**src/rtl/muldiv_pkg.sv**
```systemverilog
// Shared encodings and helpers for the RV32M multiply/divide sequencer.
package muldiv_pkg;

  localparam int unsigned MD_XLEN = 32;

  typedef enum logic [2:0] {
    MD_MUL    = 3'd0,
    MD_MULH   = 3'd1,
    MD_MULHSU = 3'd2,
    MD_MULHU  = 3'd3,
    MD_DIV    = 3'd4,
    MD_DIVU   = 3'd5,
    MD_REM    = 3'd6,
    MD_REMU   = 3'd7
  } md_op_e;

  typedef enum logic [1:0] {
    ST_IDLE = 2'd0,
    ST_CALC = 2'd1,
    ST_FIX  = 2'd2,
    ST_DONE = 2'd3
  } md_state_e;

  function automatic logic op_is_div(input md_op_e op);
    return op[2];
  endfunction

  function automatic logic rs1_is_signed(input md_op_e op);
    return (op == MD_MULH) || (op == MD_MULHSU) || (op == MD_DIV) || (op == MD_REM);
  endfunction

  function automatic logic rs2_is_signed(input md_op_e op);
    return (op == MD_MULH) || (op == MD_DIV) || (op == MD_REM);
  endfunction

endpackage

```
**src/rtl/muldiv_if.sv**
```systemverilog
// Executor <-> multiply/divide sequencer handshake.
interface muldiv_if #(
  parameter int unsigned XLEN = muldiv_pkg::MD_XLEN
);
  logic            start;
  logic [2:0]      op;
  logic [XLEN-1:0] rs1_data;
  logic [XLEN-1:0] rs2_data;
  logic            abort;
  logic            busy;
  logic            done;
  logic [XLEN-1:0] result;

  modport master (output start, op, rs1_data, rs2_data, abort,
                  input  busy, done, result);
  modport slave  (input  start, op, rs1_data, rs2_data, abort,
                  output busy, done, result);
endinterface

```
**src/rtl/muldiv_sequencer_step.sv**
```systemverilog
// One iteration: add-and-shift-right for multiply, restoring trial-subtract-shift-left for divide.
module muldiv_sequencer_step #(
  parameter int unsigned XLEN = muldiv_pkg::MD_XLEN
) (
  input  logic              is_div_i,
  input  logic [2*XLEN-1:0] acc_i,
  input  logic [XLEN-1:0]   opnd_i,
  output logic [2*XLEN-1:0] acc_c
);
  logic [XLEN:0] sum;
  logic [XLEN:0] rem_sh;
  logic [XLEN:0] trial;
  logic          ge;

  // Multiply: acc = {partial product, remaining multiplier bits}
  assign sum    = {1'b0, acc_i[2*XLEN-1:XLEN]} + (acc_i[0] ? {1'b0, opnd_i} : '0);
  // Divide: acc = {remainder, dividend/quotient}; borrow bit tells whether divisor fits
  assign rem_sh = acc_i[2*XLEN-1:XLEN-1];
  assign trial  = rem_sh - {1'b0, opnd_i};
  assign ge     = ~trial[XLEN];

  always_comb begin
    acc_c = {sum, acc_i[XLEN-1:1]};
    if (is_div_i) begin
      acc_c = {(ge ? trial[XLEN-1:0] : rem_sh[XLEN-1:0]), acc_i[XLEN-2:0], ge};
    end
  end
endmodule

```
**src/rtl/muldiv_sequencer.sv**
```systemverilog
// Iterative RV32M multiply/divide sequencer: operand magnitudes, XLEN steps, sign fix, result.
module muldiv_sequencer
  import muldiv_pkg::*;
#(
  parameter int unsigned XLEN      = MD_XLEN,
  parameter bit          EARLY_OUT = 1'b1
) (
  input  logic     clk,
  input  logic     rst,
  muldiv_if.slave  md
);
  localparam int unsigned CW = (XLEN > 1) ? $clog2(XLEN) : 1;
  localparam logic [XLEN-1:0] SMIN = {1'b1, {(XLEN-1){1'b0}}};

  md_state_e         state_q, state_d;
  md_op_e            op_q, op_d, op_in;
  logic [XLEN-1:0]   opnd_q, opnd_d;
  logic [2*XLEN-1:0] acc_q, acc_d, step_acc;
  logic              neg_q, neg_d, fast_q, fast_d;
  logic [CW-1:0]     count_q, count_d;
  logic              busy_q, busy_d, done_q, done_d;
  logic [XLEN-1:0]   result_q, result_d, fix_result;
  logic              s1, s2, neg_start;
  logic [XLEN-1:0]   mag1, mag2;
  logic [2*XLEN-1:0] prod;
  logic [XLEN-1:0]   quot_f, rem_f;

  assign op_in = md_op_e'(md.op);

  // Operand sign/magnitude at launch
  always_comb begin
    s1   = rs1_is_signed(op_in) & md.rs1_data[XLEN-1];
    s2   = rs2_is_signed(op_in) & md.rs2_data[XLEN-1];
    mag1 = s1 ? -md.rs1_data : md.rs1_data;
    mag2 = s2 ? -md.rs2_data : md.rs2_data;
    case (op_in)
      MD_MULH, MD_DIV:   neg_start = s1 ^ s2;
      MD_MULHSU, MD_REM: neg_start = s1;
      default:           neg_start = 1'b0;
    endcase
  end

  muldiv_sequencer_step #(.XLEN(XLEN)) u_step (
    .is_div_i (op_is_div(op_q)),
    .acc_i    (acc_q),
    .opnd_i   (opnd_q),
    .acc_c    (step_acc)
  );

  // Sign fix and result select; fast-path values are preloaded already signed
  always_comb begin
    prod   = neg_q ? -acc_q : acc_q;
    quot_f = (neg_q && !fast_q) ? -acc_q[XLEN-1:0]      : acc_q[XLEN-1:0];
    rem_f  = (neg_q && !fast_q) ? -acc_q[2*XLEN-1:XLEN] : acc_q[2*XLEN-1:XLEN];
    case (op_q)
      MD_MUL:                      fix_result = prod[XLEN-1:0];
      MD_MULH, MD_MULHSU, MD_MULHU: fix_result = prod[2*XLEN-1:XLEN];
      MD_DIV, MD_DIVU:             fix_result = quot_f;
      default:                     fix_result = rem_f;
    endcase
  end

  always_comb begin
    state_d  = state_q;
    op_d     = op_q;
    opnd_d   = opnd_q;
    acc_d    = acc_q;
    neg_d    = neg_q;
    fast_d   = fast_q;
    count_d  = count_q;
    result_d = result_q;
    case (state_q)
      ST_IDLE: begin
        if (md.start) begin
          op_d    = op_in;
          neg_d   = neg_start;
          fast_d  = 1'b0;
          count_d = '0;
          state_d = ST_CALC;
          if (op_is_div(op_in)) begin
            acc_d  = {XLEN'(0), mag1};
            opnd_d = mag2;
          end else begin
            acc_d  = {XLEN'(0), mag2};
            opnd_d = mag1;
          end
          // Divide-by-zero and signed overflow skip the iterations entirely
          if (EARLY_OUT && op_is_div(op_in)) begin
            if (md.rs2_data == '0) begin
              fast_d  = 1'b1;
              acc_d   = {md.rs1_data, {XLEN{1'b1}}};
              state_d = ST_FIX;
            end else if (rs1_is_signed(op_in) && md.rs1_data == SMIN && md.rs2_data == '1) begin
              fast_d  = 1'b1;
              acc_d   = {XLEN'(0), SMIN};
              state_d = ST_FIX;
            end
          end
        end
      end
      ST_CALC: begin
        acc_d = step_acc;
        if (count_q == CW'(XLEN - 1)) state_d = ST_FIX;
        else                          count_d = count_q + CW'(1);
      end
      ST_FIX: begin
        result_d = fix_result;
        state_d  = ST_DONE;
      end
      ST_DONE: state_d = ST_IDLE;
      default: state_d = ST_IDLE;
    endcase
    if (md.abort && state_q != ST_IDLE) begin
      state_d  = ST_IDLE;
      result_d = result_q;
    end
    busy_d = (state_d != ST_IDLE);
    done_d = (state_d == ST_DONE);
  end

  always_ff @(posedge clk) begin
    if (rst) begin
      state_q  <= ST_IDLE;
      op_q     <= MD_MUL;
      opnd_q   <= '0;
      acc_q    <= '0;
      neg_q    <= 1'b0;
      fast_q   <= 1'b0;
      count_q  <= '0;
      busy_q   <= 1'b0;
      done_q   <= 1'b0;
      result_q <= '0;
    end else begin
      state_q  <= state_d;
      op_q     <= op_d;
      opnd_q   <= opnd_d;
      acc_q    <= acc_d;
      neg_q    <= neg_d;
      fast_q   <= fast_d;
      count_q  <= count_d;
      busy_q   <= busy_d;
      done_q   <= done_d;
      result_q <= result_d;
    end
  end

  assign md.busy   = busy_q;
  assign md.done   = done_q;
  assign md.result = result_q;
endmodule
```
**src/flat_wrapper.sv**
```systemverilog
// flat-port wrapper written by rule: the top's interface ports become plain ports
module muldiv_sequencer_flat import muldiv_pkg::*;
#(
  parameter int unsigned XLEN      = MD_XLEN,
  parameter bit          EARLY_OUT = 1'b1
)
  (clk, rst, md_start, md_op, md_rs1_data, md_rs2_data, md_abort, md_busy, md_done, md_result);
  muldiv_if #(.XLEN(XLEN)) md_i ();
  input  logic clk;
  input  logic rst;
  input wire logic [$bits(md_i.start)-1:0] md_start;
  input wire logic [$bits(md_i.op)-1:0] md_op;
  input wire logic [$bits(md_i.rs1_data)-1:0] md_rs1_data;
  input wire logic [$bits(md_i.rs2_data)-1:0] md_rs2_data;
  input wire logic [$bits(md_i.abort)-1:0] md_abort;
  output wire logic [$bits(md_i.busy)-1:0] md_busy;
  output wire logic [$bits(md_i.done)-1:0] md_done;
  output wire logic [$bits(md_i.result)-1:0] md_result;
  assign md_i.start = md_start;
  assign md_i.op = md_op;
  assign md_i.rs1_data = md_rs1_data;
  assign md_i.rs2_data = md_rs2_data;
  assign md_i.abort = md_abort;
  assign md_busy = md_i.busy;
  assign md_done = md_i.done;
  assign md_result = md_i.result;
  muldiv_sequencer #(.XLEN(XLEN), .EARLY_OUT(EARLY_OUT)) u_core (.clk(clk), .rst(rst), .md(md_i));
endmodule
```
**config.mk**
```make
export PLATFORM = sky130hd
export DESIGN_NAME = muldiv_sequencer_flat
export DESIGN_NICKNAME = d
export VERILOG_FILES = /design/src/rtl/muldiv_pkg.sv /design/src/rtl/muldiv_if.sv /design/src/rtl/muldiv_sequencer_step.sv /design/src/rtl/muldiv_sequencer.sv /design/src/flat_wrapper.sv
export SDC_FILE = /design/constraint.sdc
export NUM_CORES = 1
export LEC_CHECK = 0
export CAP_MARGIN = 30
export CORE_MARGIN = 2
export CORE_UTILIZATION = 35
export CTS_CLUSTER_DIAMETER = 120
export CTS_CLUSTER_SIZE = 24
export DETAILED_ROUTE_END_ITERATION = 16
export RECOVER_POWER = 100
export SYNTH_ARGS = -nofsm -noshare
export SYNTH_HDL_FRONTEND = slang
export SYNTH_HIERARCHICAL = 1
export SYNTH_SLANG_ARGS = --single-unit
```
**constraint.sdc**
```tcl
create_clock -name clk -period 4.3 [get_ports clk]
set_clock_uncertainty 0.2 [all_clocks]
set_input_delay 1.075 -clock clk [delete_from_list [all_inputs] [get_ports clk]]
set_output_delay 1.075 -clock clk [all_outputs]
set_load 0.03 [all_outputs]
```
==> impl_metrics.csv <==
group,metric,value,unit
finish,mostFrequentLayoutCells,"274 x nand2_1, 255 x a21oi_1, 180 x nor2_1, 140 x dfxtp_1, 126 x buf_4",
pwr,switching_share,41.9,%
setup_path,reg2reg_depth,17,
setup_path,r2r_end,"u_core/acc_q[57]",
die,ios,105,
pwr,power_frac_clock,29.7,%
drt,dr.pass1.iters,8,
setup_path,critical_path.max_fanout,8,
global_route,top_usage_layer,"met2",
drt,viasPerCell,6.11,
global_route,gr-usage-met2,44.2,%
timing,fmax,238,MHz
finish,final_layout_size_suffix_gt1_share,11.6,%
setup_path,required,4.47,ns
pwr,power_leakage,7.00,nW
clock_network,cts_max_level,4,
clock_network,cts.sinks,142,
place,dp.final_hpwl,51.5,mm
finish,layout.nets,2430,
finish,final_cells,2884,
die,fp.dieW,213,um
global_route,antenna_found_initial,1,
clock_network,worst_skew_pair.late_latency,0.44,ns
setup_path,critPathLaunchType,"flip-flop",
clock_network,clk_pin_slew,0.07,ns
drt,wl_per_cell,22.9,um
hold_path,hold_path_class,"reg -> reg",
finish,area_growth,18.1,%
die,die_area,45400,um^2
place,post-place-cells,2852,
synth,ys_async_sr_fraction,0,%
pwr,seq_power_share,31.0,%
pwr,p_per_area,273,nW/um^2
timing,hold_viol_final,0,
clock_network,clock_path_buffers,2,
synth,yosysUniqueCellTypes,98,
synth,yosysWarningCount,6,
pwr,p_int,2.87,mW
outcome,outcome,"finished with violations",
clock_network,cts_tree,"built",
setup_path,cp-startpoint,"u_core/acc_q[32]",
timing,finalCriticalPeriod,4.20,ns
die,rows,76,
drt,drtAntennaViolNets,0,
drt,drt_wl_total,66.0,mm
synth,syn_inst,2172,
global_route,grt_use_met1,39.1,%
finish,diodes,0,
clock_network,cts_resized,0,
timing,setup_viol,0,
job,cap_violations,2,
setup_path,crit_type,"reg -> reg",
timing,rsz0062_at_grt,"false",
drt,first_iter_violations,2218,
setup_path,reg2reg_from,"u_core/acc_q[32]",
die,die_h,213,um
finish,layout_commonest_cell,"nand2_1",
setup_path,cp-end-kind,"flip-flop",
synth,ys_seq_elements,142,
synth,syn-cell-area,15300,um^2
synth,avgSynthCellArea,7.05,um^2
pwr,p_switching,2.07,mW
setup_path,cp-endpoint,"u_core/acc_q[57]",
drt,vias,17600,
timing,final_max_slew_viol_count,47,
global_route,gr-total-overflow,0,
global_route,grt_pass1_vias,16300,
die,initial_utilization,35.5,%
timing,worstMarginPinSlew,2.46,ns
pwr,ir_drop,0.197,mV
clock_network,cts_setup_buffers,0,
global_route,grt_pass1_wl,99.6,mm
place,io_buffers,104,
synth,synth_edf_count,0,
clock_network,cts-root-buf,"clkbuf_16",
die,core-area,43200,um^2
outcome,violations,"max-capacitance violations, max-slew violations",
clock_network,cts_buffers,17,
setup_path,cp.arrival,4.38,ns
global_route,met3_usage,5.74,%
drt,drcViolationCount,0,
global_route,grt_usage,28.8,%
timing,max-slew-margin-rel,-64.2,%
place,gp_congestion,0.995,
synth,synthFlopType,"dfxtp_1",
timing,setup_tns,0,ns
timing,finalCritPeriodShare,97.7,%
setup_path,reg2reg_slack,0.1,ns
clock_network,cts_hold_buf,0,
global_route,grt_max_degree,60,
synth,ys_seq_area_share,18.6,%
synth,syn_nets,2316,
pwr,combPwrFrac,39.4,%
power groups by stage:
stage	Clock, mW	Combinational (mW)	Sequential, mW
finish	1.46	1.94	1.53
global route	1.53	2.08	1.53
CTS	1.47	1.91	1.52
detailed placement	0	1.90	1.55
global placement	0	1.88	1.55
floorplan	0	1.26	1.48
per-stage QoR:
step	setup slack (ns)	instance area, um^2	util [%]	hold WS [ns]	power (mW)
global route	0.0364	18100	41.9	0.311	5.14
floorplan	0.761	15300	-	0.240	2.74
finish	0.0978	18100	41.9	0.281	4.93
global placement	0.109	17600	40.8	0.263	3.43
CTS	0.178	18200	42.1	0.280	4.90
detailed placement	0.0664	17600	40.8	0.270	3.45
cell usage after synthesis, types with 14 or more instances:
master | instances | share of area [%]
and3_1 | 23 | 0.94
o31ai_1 | 46 | 2.3
nand3_1 | 49 | 1.6
ha_1 | 71 | 5.8
or3_1 | 25 | 1.0
nand4_1 | 24 | 0.98
nor4_1 | 23 | 0.94
o21ai_0 | 122 | 4.0
a22oi_1 | 14 | 0.69
mux2_2 | 32 | 2.4
a211oi_1 | 17 | 0.83
mux2i_1 | 19 | 1.2
a31oi_1 | 45 | 1.8
nor2b_1 | 14 | 0.57
nand2_1 | 275 | 6.7
xnor2_1 | 111 | 6.4
and2_1 | 40 | 1.6
o211ai_1 | 27 | 1.3
xor2_1 | 74 | 4.2
a21o_1 | 26 | 1.3
o22ai_1 | 15 | 0.61
nor2_1 | 181 | 4.4
o41ai_1 | 18 | 1.0
clkbuf_1 | 126 | 3.1
o21a_1 | 16 | 0.78
a21oi_1 | 255 | 8.3
dfxtp_1 | 142 | 19
nor3_1 | 48 | 1.6
inv_1 | 67 | 1.6
layout make-up:
class | instances | area, um^2
Inverter | 68 | 255
Tap cell | 585 | 732
Fill cell | 4500 | 25100
Clock buffer | 17 | 425
Clock inverter | 15 | 128
Multi-Input combinational cell | 1809 | 11600
Timing Repair Buffer | 248 | 2110
Sequential cell | 142 | 2850
flip-flops by register name, summed over array words and instances, names as in the netlist:
| register | cells |
|---|---|
| u_core/neg_q | 1 |
| u_core/md.busy | 1 |
| u_core/state_q | 2 |
| u_core/md.done | 1 |
| u_core/acc_q | 64 |
| u_core/md.result | 32 |
| u_core/op_q | 3 |
| u_core/opnd_q | 32 |
| u_core/fast_q | 1 |
| u_core/count_q | 5 |
per-layer routing:
metal	wire, um	part of all wire, %
met5	0	0
met4	2930	4.4
met2	28200	43
met3	6560	9.9
met1	28300	43
cells by family after synthesis:
family,share of synthesized area (%)
fa+ha+maj,6.06
xor+xnor,10.9
flops,18.6
mux,3.60
buf+inv,5.79
simple gates,24.8
compound gates,30.3
worst min path at each step:
stage	startpoint	endpoint	slack, ns	cells past startpoint
6_report	u_core/opnd_q[3]	u_core/opnd_q[3]	0.28	2
5_1_grt	u_core/opnd_q[7]	u_core/opnd_q[7]	0.31	2
4_1_cts	u_core/opnd_q[3]	u_core/opnd_q[3]	0.28	2
3_5_place_dp	u_core/opnd_q[3]	u_core/opnd_q[3]	0.27	2
3_3_place_gp	u_core/opnd_q[2]	u_core/opnd_q[2]	0.26	2
2_1_floorplan	u_core/opnd_q[10]	u_core/opnd_q[10]	0.24	2
worst max-delay path, stage by stage (launching register included):
cell	delay, ns
dfxtp_1	0.33
clkbuf_2	0.30
ha_1	0.35
fa_1	0.26
a21oi_1	0.12
o2111ai_1	0.38
nand3_1	0.22
o21ai_0	0.47
clkbuf_1	0.20
nor3b_1	0.20
clkbuf_1	0.20
a21boi_0	0.14
xor2_1	0.17
a22oi_1	0.25
nand2_1	0.08
a21oi_1	0.13
a21oi_1	0.06
nor2_1	0.09
(Power assumes the default switching activity.)
